===== src/rtl/mips_pkg.sv =====
// Shared encodings for the MIPS datapath: ALU operation codes, main-control
// aluop codes and the R-type funct values the ALU control understands.
package mips_pkg;

  localparam int unsigned DEF_DATA_W = 32;
  localparam int unsigned DEF_REG_AW = 5;

  typedef enum logic [3:0] {
    OP_AND = 4'b0000,
    OP_OR  = 4'b0001,
    OP_ADD = 4'b0010,
    OP_SUB = 4'b0110,
    OP_SLT = 4'b0111,
    OP_NOR = 4'b1100
  } alu_operation_e;

  typedef enum logic [1:0] {
    ALUOP_ADD   = 2'b00,
    ALUOP_SUB   = 2'b01,
    ALUOP_FUNCT = 2'b10,
    ALUOP_RSVD  = 2'b11
  } alu_op_e;

  localparam logic [5:0] FUNCT_ADD = 6'b100000;
  localparam logic [5:0] FUNCT_SUB = 6'b100010;
  localparam logic [5:0] FUNCT_AND = 6'b100100;
  localparam logic [5:0] FUNCT_OR  = 6'b100101;
  localparam logic [5:0] FUNCT_SLT = 6'b101010;
  localparam logic [5:0] FUNCT_NOR = 6'b100111;

endpackage


===== src/rtl/alu_control.sv =====
// Combinational ALU control: maps the main-control aluop and the R-type funct
// field onto the 4-bit alu operation, flagging unsupported funct values.
module alu_control
  import mips_pkg::*;
(
  input  logic [1:0] alu_op,
  input  logic [5:0] funct,
  output logic [3:0] operation,
  output logic       illegal
);

  always_comb begin
    operation = OP_ADD;
    illegal   = 1'b0;
    case (alu_op)
      ALUOP_SUB: operation = OP_SUB;
      ALUOP_FUNCT: begin
        case (funct)
          FUNCT_ADD: operation = OP_ADD;
          FUNCT_SUB: operation = OP_SUB;
          FUNCT_AND: operation = OP_AND;
          FUNCT_OR:  operation = OP_OR;
          FUNCT_SLT: operation = OP_SLT;
          FUNCT_NOR: operation = OP_NOR;
          default: begin
            operation = OP_ADD;
            illegal   = 1'b1;
          end
        endcase
      end
      // The reserved aluop behaves like a plain add.
      default: operation = OP_ADD;
    endcase
  end

endmodule


===== src/rtl/id_ex_stage.sv =====
// ID/EX pipeline register: decodes ALU control, registers the instruction,
// forwards operands from EX/MEM and MEM/WB and detects load-use hazards.
module id_ex_stage
  import mips_pkg::*;
#(
  parameter int DATA_W = DEF_DATA_W,
  parameter int REG_AW = DEF_REG_AW
) (
  input  logic              clk,
  input  logic              reset,
  input  logic              id_valid,
  input  logic [DATA_W-1:0] id_rs_data,
  input  logic [DATA_W-1:0] id_rt_data,
  input  logic [DATA_W-1:0] id_imm,
  input  logic [REG_AW-1:0] id_rs,
  input  logic [REG_AW-1:0] id_rt,
  input  logic [REG_AW-1:0] id_rd,
  input  logic [1:0]        id_alu_op,
  input  logic [5:0]        id_funct,
  input  logic              id_alu_src,
  input  logic              id_reg_dst,
  input  logic              id_reg_write,
  input  logic              id_mem_read,
  input  logic              id_mem_write,
  input  logic              id_mem_to_reg,
  input  logic              id_branch,
  input  logic              stall,
  input  logic              flush,
  input  logic              exmem_reg_write,
  input  logic [REG_AW-1:0] exmem_rd,
  input  logic [DATA_W-1:0] exmem_result,
  input  logic              memwb_reg_write,
  input  logic [REG_AW-1:0] memwb_rd,
  input  logic [DATA_W-1:0] memwb_result,
  output logic              hazard_stall,
  output logic              ex_valid,
  output logic [3:0]        ex_operation,
  output logic [DATA_W-1:0] ex_operand_a,
  output logic [DATA_W-1:0] ex_operand_b,
  output logic [DATA_W-1:0] ex_store_data,
  output logic [REG_AW-1:0] ex_dest_reg,
  output logic              ex_reg_write,
  output logic              ex_mem_read,
  output logic              ex_mem_write,
  output logic              ex_mem_to_reg,
  output logic              ex_branch,
  output logic              ex_illegal_funct
);

  logic [3:0]        dec_operation;
  logic              dec_illegal;
  logic              id_uses_rt;

  logic              valid_q;
  logic [3:0]        operation_q;
  logic              illegal_q;
  logic [REG_AW-1:0] rs_q;
  logic [REG_AW-1:0] rt_q;
  logic [REG_AW-1:0] dest_q;
  logic [DATA_W-1:0] rs_data_q;
  logic [DATA_W-1:0] rt_data_q;
  logic [DATA_W-1:0] imm_q;
  logic              alu_src_q;
  logic              reg_write_q;
  logic              mem_read_q;
  logic              mem_write_q;
  logic              mem_to_reg_q;
  logic              branch_q;

  logic [DATA_W-1:0] fwd_rs;
  logic [DATA_W-1:0] fwd_rt;

  alu_control u_alu_control (
    .alu_op    (id_alu_op),
    .funct     (id_funct),
    .operation (dec_operation),
    .illegal   (dec_illegal)
  );

  assign id_uses_rt   = (id_alu_op == ALUOP_FUNCT) | id_mem_write | id_branch;
  assign hazard_stall = id_valid & valid_q & mem_read_q & (rt_q != '0) &
                        ((rt_q == id_rs) | ((rt_q == id_rt) & id_uses_rt));

  // Bubbles clear only control state; the data fields keep their last
  // captured values. A non-valid ID slot is captured as a bubble too, so
  // downstream never sees stray write/memory enables.
  always_ff @(posedge clk or posedge reset) begin
    if (reset) begin
      valid_q      <= 1'b0;
      operation_q  <= '0;
      illegal_q    <= 1'b0;
      rs_q         <= '0;
      rt_q         <= '0;
      dest_q       <= '0;
      rs_data_q    <= '0;
      rt_data_q    <= '0;
      imm_q        <= '0;
      alu_src_q    <= 1'b0;
      reg_write_q  <= 1'b0;
      mem_read_q   <= 1'b0;
      mem_write_q  <= 1'b0;
      mem_to_reg_q <= 1'b0;
      branch_q     <= 1'b0;
    end else if (flush || (!stall && hazard_stall)) begin
      valid_q      <= 1'b0;
      operation_q  <= '0;
      illegal_q    <= 1'b0;
      reg_write_q  <= 1'b0;
      mem_read_q   <= 1'b0;
      mem_write_q  <= 1'b0;
      mem_to_reg_q <= 1'b0;
      branch_q     <= 1'b0;
    end else if (!stall) begin
      valid_q      <= id_valid;
      operation_q  <= id_valid ? dec_operation : 4'b0000;
      illegal_q    <= id_valid & dec_illegal;
      rs_q         <= id_rs;
      rt_q         <= id_rt;
      dest_q       <= id_reg_dst ? id_rd : id_rt;
      rs_data_q    <= id_rs_data;
      rt_data_q    <= id_rt_data;
      imm_q        <= id_imm;
      alu_src_q    <= id_alu_src;
      reg_write_q  <= id_valid & id_reg_write;
      mem_read_q   <= id_valid & id_mem_read;
      mem_write_q  <= id_valid & id_mem_write;
      mem_to_reg_q <= id_valid & id_mem_to_reg;
      branch_q     <= id_valid & id_branch;
    end
  end

  // The younger EX/MEM result wins over MEM/WB; register 0 is hard-wired zero.
  assign fwd_rs = (exmem_reg_write && exmem_rd != '0 && exmem_rd == rs_q) ? exmem_result :
                  (memwb_reg_write && memwb_rd != '0 && memwb_rd == rs_q) ? memwb_result :
                  rs_data_q;
  assign fwd_rt = (exmem_reg_write && exmem_rd != '0 && exmem_rd == rt_q) ? exmem_result :
                  (memwb_reg_write && memwb_rd != '0 && memwb_rd == rt_q) ? memwb_result :
                  rt_data_q;

  assign ex_valid         = valid_q;
  assign ex_operation     = operation_q;
  assign ex_operand_a     = fwd_rs;
  assign ex_operand_b     = alu_src_q ? imm_q : fwd_rt;
  assign ex_store_data    = fwd_rt;
  assign ex_dest_reg      = dest_q;
  assign ex_reg_write     = reg_write_q;
  assign ex_mem_read      = mem_read_q;
  assign ex_mem_write     = mem_write_q;
  assign ex_mem_to_reg    = mem_to_reg_q;
  assign ex_branch        = branch_q;
  assign ex_illegal_funct = illegal_q;

endmodule

===== config.mk =====
export PLATFORM = sky130hd
export DESIGN_NAME = id_ex_stage
export DESIGN_NICKNAME = d
export VERILOG_FILES = /design/src/rtl/mips_pkg.sv /design/src/rtl/alu_control.sv /design/src/rtl/id_ex_stage.sv
export SDC_FILE = /design/constraint.sdc
export NUM_CORES = 1
export LEC_CHECK = 0
export ABC_CLOCK_PERIOD_IN_PS = 5500
export BUFFER_PORTS_ARGS = -buffer_cell sky130_fd_sc_hd__clkbuf_2
export CAP_MARGIN = 20
export CORE_MARGIN = 8
export CORE_UTILIZATION = 45
export CTS_BUF_LIST = sky130_fd_sc_hd__clkbuf_4 sky130_fd_sc_hd__clkbuf_8 sky130_fd_sc_hd__clkbuf_16
export DETAILED_ROUTE_END_ITERATION = 8
export GPL_TIMING_DRIVEN = 0
export PLACE_DENSITY = 0.76
export REMOVE_ABC_BUFFERS = 1
export SETUP_SLACK_MARGIN = 0.5
export SYNTH_ARGS = -nofsm -noshare
export SYNTH_HDL_FRONTEND = slang
export SYNTH_SLANG_ARGS = --single-unit

===== constraint.sdc =====
create_clock -name clk -period 5.5 [get_ports clk]
set_input_delay 0.825 -clock clk [delete_from_list [all_inputs] [get_ports clk]]
set_output_delay 0.825 -clock clk [all_outputs]
set_load 0.1 [all_outputs]

### After elaboration in Yosys (flattened, before gate mapping)

Cells that the tools add are included.
W data, S select, Z words.

* register bits after elaboration: 123
* output and inout bits: 113

* eq/ne operators: 15
* multiplexer cells: 27
* bitwise gates (word level): 16
* reduce and logical (&&, ||, !) cells: 14

Operators by type and width (count)
* $mux W32: 5
* $eq A6 B6 Y1 const B: 6
* $eq A5 B5 Y1: 6
* $pmux W4 S5: 1
* $mux W1: 16
* $reduce_bool A5 Y1: 3
* $mux W4: 3
* $and A1 B1 Y1: 11
* $pmux W4 S2: 1
* $logic_and A1 B1 Y1: 7
* $reduce_or A6 Y1: 1
* $mux W5: 1
* $or A1 B1 Y1: 3
* $eq A2 B1 Y1 const B: 1
* $eq A2 B2 Y1 const B: 1
* $ne A2 B1 Y1 const B: 1
* $not A1 Y1: 2
* $reduce_and A2 Y1: 1
* $logic_not A1 Y1: 1
* $logic_or A1 B1 Y1: 1

### Logic depth before layout (Yosys ltp)

* word-level depth: 10
* mapped depth: 8

### Cells and area by module

Synthesis repeated with hierarchy kept, for this count alone.

* cells, all modules: 672
* area total of the unflattened synthesis: 7771.2 um^2

Modules (own cells, without submodules)
* id_ex_stage: times used 1, cells an instance 652, area each 7617.3 um^2, sequential area each 3078.0 um^2
* alu_control: times used 1, cells an instance 20, area each 153.9 um^2, sequential area each 0.0 um^2

### Worst setup path after synthesis

Ideal clock, no wire load.

* path type: input -> output
* from: in memwb_rd[0]
* to: out ex_operand_b[22]
* data arrival time: 4.391 ns
* slack: 0.284 ns
* stages on the path: 7
* cell sequence: nor3_1 and2_1 buf_2 clkbuf_1 o31ai_2 a31oi_1 mux2_2

* longest elaborated chain between the ends: 6
* elaborated cells on any way between the ends: 7

Ends and longest elaborated chain
* from (decl): line id_ex_stage.sv:33 `input logic [REG_AW-1:0] memwb_rd,`
* $reduce_bool A5 Y1: line id_ex_stage.sv:137 `(memwb_reg_write && memwb_rd != '0 && memwb_rd == rt_q) ? memwb_result :`
* $logic_and A1 B1 Y1: line id_ex_stage.sv:137
* $logic_and A1 B1 Y1 *: line id_ex_stage.sv:137
* $mux W32 *: line id_ex_stage.sv:137
* $mux W32 *: line id_ex_stage.sv:136 `assign fwd_rt = (exmem_reg_write && exmem_rd != '0 && exmem_rd == rt_q) ? exmem_result :`
* net ex_store_data[22]: line id_ex_stage.sv:40 `output logic [DATA_W-1:0] ex_store_data,`
* $mux W32 *: line id_ex_stage.sv:143 `assign ex_operand_b = alu_src_q ? imm_q : fwd_rt;`
* to (decl): line id_ex_stage.sv:39 `output logic [DATA_W-1:0] ex_operand_b,`

Mark *: on every way through the listed nets, which the timed path passes. The rest lies on a longest branch.

### Worst setup path after layout

* from: in exmem_rd[1]
* to: out ex_operand_b[6]

* longest elaborated chain between the ends: 5
* elaborated cells on any way between the ends: 6

Ends and longest elaborated chain
* from (decl): line id_ex_stage.sv:30 `input logic [REG_AW-1:0] exmem_rd,`
* $reduce_bool A5 Y1: line id_ex_stage.sv:136
* $logic_and A1 B1 Y1: line id_ex_stage.sv:136
* $logic_and A1 B1 Y1 *: line id_ex_stage.sv:136
* $mux W32 *: line id_ex_stage.sv:136
* $mux W32 *: line id_ex_stage.sv:143

Every way passes the cells marked *; elsewhere a longest branch is shown, timed or not.

==> flow_metrics.tcl <==
set metrics [dict create \
    power.internal_mw 2.33 \
    placed_cells 1216 \
    core_area_um2 16500 \
    synthesis.area_per_instance_um2 10.4 \
    grt_pass1_vias 7684 \
    synth_compound_area_frac 0.117 \
    drt-initial-drc-count 455 \
    antenna-diode-count 0 \
    p_leak_nw 4.47 \
    critPathLaunchType "input port" \
    number_of_synthesized_flops_with_an_enable_pin 0 \
    cap_violations 0 \
    comb_power_share 0.467 \
    status "complete, no violations" \
    powerDensity_nw_per_um2 436 \
    worst-endpoint-required_ns 4.68 \
    drive_above_1_share 0.541 \
    drt-pass1-iter-count 7 \
    grt_start_max_net_pins 65 \
    clock_sink_count 123 \
    critical_path_peak_fanout 32 \
    track_usage 0.253 \
    clk_pin_slew_worst_paths_ns 0.06 \
    critPathBufInv 3 \
    sw_ratio 0.480 \
    finalSetupViolCount 0 \
    vdd.ir_drop.worst_mv 0.243 \
    die_area_um2 21300 \
    htree_depth 4 \
    synth_largest_type_area_fraction 0.406 \
    synth.cell_area_um2 7590 \
    synthSimpleGateAreaFrac 0.132 \
    critPathMostFrequentCell "sky130_fd_sc_hd__clkbuf_2" \
    slowest_stage "sky130_fd_sc_hd__or2_2" \
    layout_worst_path_cycle_share 0.880 \
    place.detailed.hpwl_um 20500 \
    worst_hold_slack_ns 0.462 \
    synth_async_sr_flop_share 1.00 \
    seq_power_share 0.253 \
    slowest_stage_delay_on_critical_path_ns 0.62 \
    root_buffer "sky130_fd_sc_hd__clkbuf_16" \
    type_of_the_worst_min_delay_path "in -> async" \
    synth_top_cells_by_area "sky130_fd_sc_hd__dfrtp_1, sky130_fd_sc_hd__mux2_2, sky130_fd_sc_hd__mux2i_1" \
    hold_viol 0 \
    synth.area.mux_share 0.262 \
    finalMaxSlewViolations 0 \
    timing.max_slew.rel_slack 0.319 \
    antenna_found_initial 0 \
    reported_net_switching_power_mw 2.15 \
    remaining_drc_errors 0 \
    crit_arrival_ns 4.02 \
    cts_made_buffers 17 \
    routed-via-count 7236 \
    fmax_mhz 207 \
    post_synth_inst_count 729 \
    wire_length_reported_by_the_detailed_router_um 27500 \
    synthFlopType "sky130_fd_sc_hd__dfrtp_1" \
    clock_skew_ns 0.0177 \
    boundaryPins 320 \
    fp.dieH_um 146 \
    wire_length_of_the_first_global_routing_pass_um 42600 \
    detail_route.wl_per_cell_um 22.0 \
    ys_warn_count 0 \
    nets 1225 \
    cts.path.max_buffers 2 \
    layout_min_cycle_time_ns 4.84 \
    buffer_ports.inserted 319 \
    tightest_slew_ns 1.02 \
    total_power_mw 4.48 \
    synth-seq-area-share 0.406 \
    via_per_inst 5.79 \
    cp_cell_sequence "clkbuf_2 > or4_1 > o211ai_4 > buf_16 > or2_2 > a31oi_1 > mux2_2 > clkbuf_2" \
    crit_family "simple AND/OR/NAND/NOR gates" \
    synth_seq_cells 123 \
    drt.antenna.violating_nets 0 \
    grt_setup_unrepaired "no" \
    cts-hold-fix-buffers 0 \
    synth_xor_xnor_area_share 0.0346 \
    rows 47 \
    die_outline_width_um 146 \
    cts_tree "yes" \
    syn_to_final_growth_pct 35.6 \
    insertion_delay_ns 0.43 \
    number_of_gates_given_a_new_drive_strength_after_cts 0 \
    netlist.top_cell.by_area "sky130_fd_sc_hd__dfrtp_1" \
    timing.critical_path.to_type "output port" \
    grt_remaining_overflow 0 \
    synth_fa_ha_area_frac 0.00330 \
    p_clk_frac 0.280 \
    synth_top_family_by_area "multiplexers" \
    initial_utilization 0.459 \
    globalplace.congestion 0.815 \
    crit_type "in -> out" \
    layout_top_registers "imm_q: 32 flops, rs_data_q: 32 flops, rt_data_q: 32 flops" \
    yosys.cell_types.count 44 \
    final-instance-count-excl-fill 1249 \
]
==> what timing repair did <==
action                                 in CTS  in global routing
endpoints found under the hold margin       0                  0
setup endpoints to repair                   1                  0
setup buffers                               1                  0
==> kinds of logic (layout without fill, tap and decap cells) <==
group	Yosys count	count (layout)
compound gates	119	119
fa+ha+maj	2	2
simple gates	201	201
xor+xnor	30	30
buf+inv	74	374
mux	180	180
flops	123	123
==> placed cells by master (no fill, tap or decap), types with 3 or more instances in the layout <==
master / synthesis / final
sky130_fd_sc_hd__a22o_1: 6 / 6
sky130_fd_sc_hd__a31oi_1: 30 / 30
sky130_fd_sc_hd__buf_12: 0 / 4
sky130_fd_sc_hd__buf_16: 0 / 8
sky130_fd_sc_hd__buf_6: 5 / 3
sky130_fd_sc_hd__buf_8: 0 / 4
sky130_fd_sc_hd__bufinv_16: 0 / 5
sky130_fd_sc_hd__clkbuf_16: 0 / 17
sky130_fd_sc_hd__clkbuf_2: 0 / 319
sky130_fd_sc_hd__clkinvlp_4: 0 / 3
sky130_fd_sc_hd__dfrtp_1: 123 / 122
sky130_fd_sc_hd__mux2_2: 148 / 148
sky130_fd_sc_hd__mux2i_1: 32 / 32
sky130_fd_sc_hd__nand2_1: 75 / 75
sky130_fd_sc_hd__nand3_1: 35 / 35
sky130_fd_sc_hd__nand4_1: 3 / 3
sky130_fd_sc_hd__nor2_1: 9 / 8
sky130_fd_sc_hd__nor2b_1: 3 / 3
sky130_fd_sc_hd__nor3_1: 33 / 33
sky130_fd_sc_hd__nor4_1: 30 / 30
sky130_fd_sc_hd__o21ai_0: 30 / 30
sky130_fd_sc_hd__o21ai_1: 7 / 7
sky130_fd_sc_hd__o31ai_1: 11 / 11
sky130_fd_sc_hd__o31ai_2: 22 / 22
sky130_fd_sc_hd__xnor2_1: 21 / 21
sky130_fd_sc_hd__xor2_1: 9 / 6
sky130_fd_sc_hd__xor2_4: 0 / 3
==> routing by layer <==
| layer | GRT usage | part of all wire |
|---|---|---|
| met2 | 0.425 | 0.48 |
| met3 | 0.0780 | 0.089 |
| met5 | 0 | 0 |
| met1 | 0.301 | 0.40 |
| met4 | 0.0880 | 0.021 |
==> Yosys cell counts (2+ instances only) <==
cell and count:
sky130_fd_sc_hd__o31ai_2 22, sky130_fd_sc_hd__a22o_1 6, sky130_fd_sc_hd__a21oi_1 2, sky130_fd_sc_hd__or2_2 2, sky130_fd_sc_hd__buf_2 20, sky130_fd_sc_hd__nand2_1 75
sky130_fd_sc_hd__o21ai_1 7, sky130_fd_sc_hd__ha_1 2, sky130_fd_sc_hd__o21ai_0 30, sky130_fd_sc_hd__nor4_1 30, sky130_fd_sc_hd__clkbuf_1 41, sky130_fd_sc_hd__inv_1 3
sky130_fd_sc_hd__xnor2_1 21, sky130_fd_sc_hd__mux2i_1 32, sky130_fd_sc_hd__and2_1 2, sky130_fd_sc_hd__a31oi_1 30, sky130_fd_sc_hd__nor3_1 33, sky130_fd_sc_hd__nor4b_2 2
sky130_fd_sc_hd__mux2_2 148, sky130_fd_sc_hd__xor2_1 9, sky130_fd_sc_hd__or4_1 2, sky130_fd_sc_hd__nand3_1 35, sky130_fd_sc_hd__o31ai_1 11, sky130_fd_sc_hd__nor2b_1 3
sky130_fd_sc_hd__nor4_2 2, sky130_fd_sc_hd__buf_1 2, sky130_fd_sc_hd__a211oi_1 2, sky130_fd_sc_hd__dfrtp_1 123, sky130_fd_sc_hd__buf_4 3, sky130_fd_sc_hd__nor2_1 9
sky130_fd_sc_hd__buf_6 5, sky130_fd_sc_hd__nand4_1 3
==> cell type report <==
class	instances	area, µm²
Clock inverter	11	191
Multi-Input combinational cell	532	4260
Sequential cell	123	3080
Fill cell	1388	6230
Inverter	3	16.3
Clock buffer	21	468
Timing Repair Buffer	339	2000
Tap cell	220	275
==> metrics by stage <==
stage | setup WS (ns) | util | TNS (ns) | instance area, µm²
5_1_grt | 0.557 | 0.623 | 0 | 10300
3_5_place_dp | 0.567 | 0.582 | 0 | 9620
4_1_cts | 0.667 | 0.623 | 0 | 10300
2_1_floorplan | -1.95 | - | -306.38 | 7250
6_report | 0.659 | 0.623 | 0 | 10300
3_3_place_gp | -5.14 | 0.552 | -749.54 | 9120
==> final timing paths <==
path,from,endpoint,slack (ns),cells past startpoint
setup / recovery,exmem_rd[1],ex_operand_b[6],0.66,8
hold / removal,reset,ex_illegal_funct,0.46,2
min in group clk,imm_q[14],imm_q[14],0.50,1
hold reg to reg,imm_q[14],imm_q[14],0.50,1
setup reg to reg,rt_q[3],rs_data_q[30],2.75,7
max in group asynchronous,reset,alu_src_q,4.29,3
==> power groups by stage <==
stage          clock network [mW]  logic, mW  registers, mW
3_3_place_gp                    0       2.02           1.14
2_1_floorplan                   0       1.58           1.18
4_1_cts                      1.28       2.09           1.13
5_1_grt                      1.31       2.17           1.15
6_report                     1.26       2.09           1.13
3_5_place_dp                    0       2.09           1.15
No activity file was read; power rests on OpenSTA's default activity.
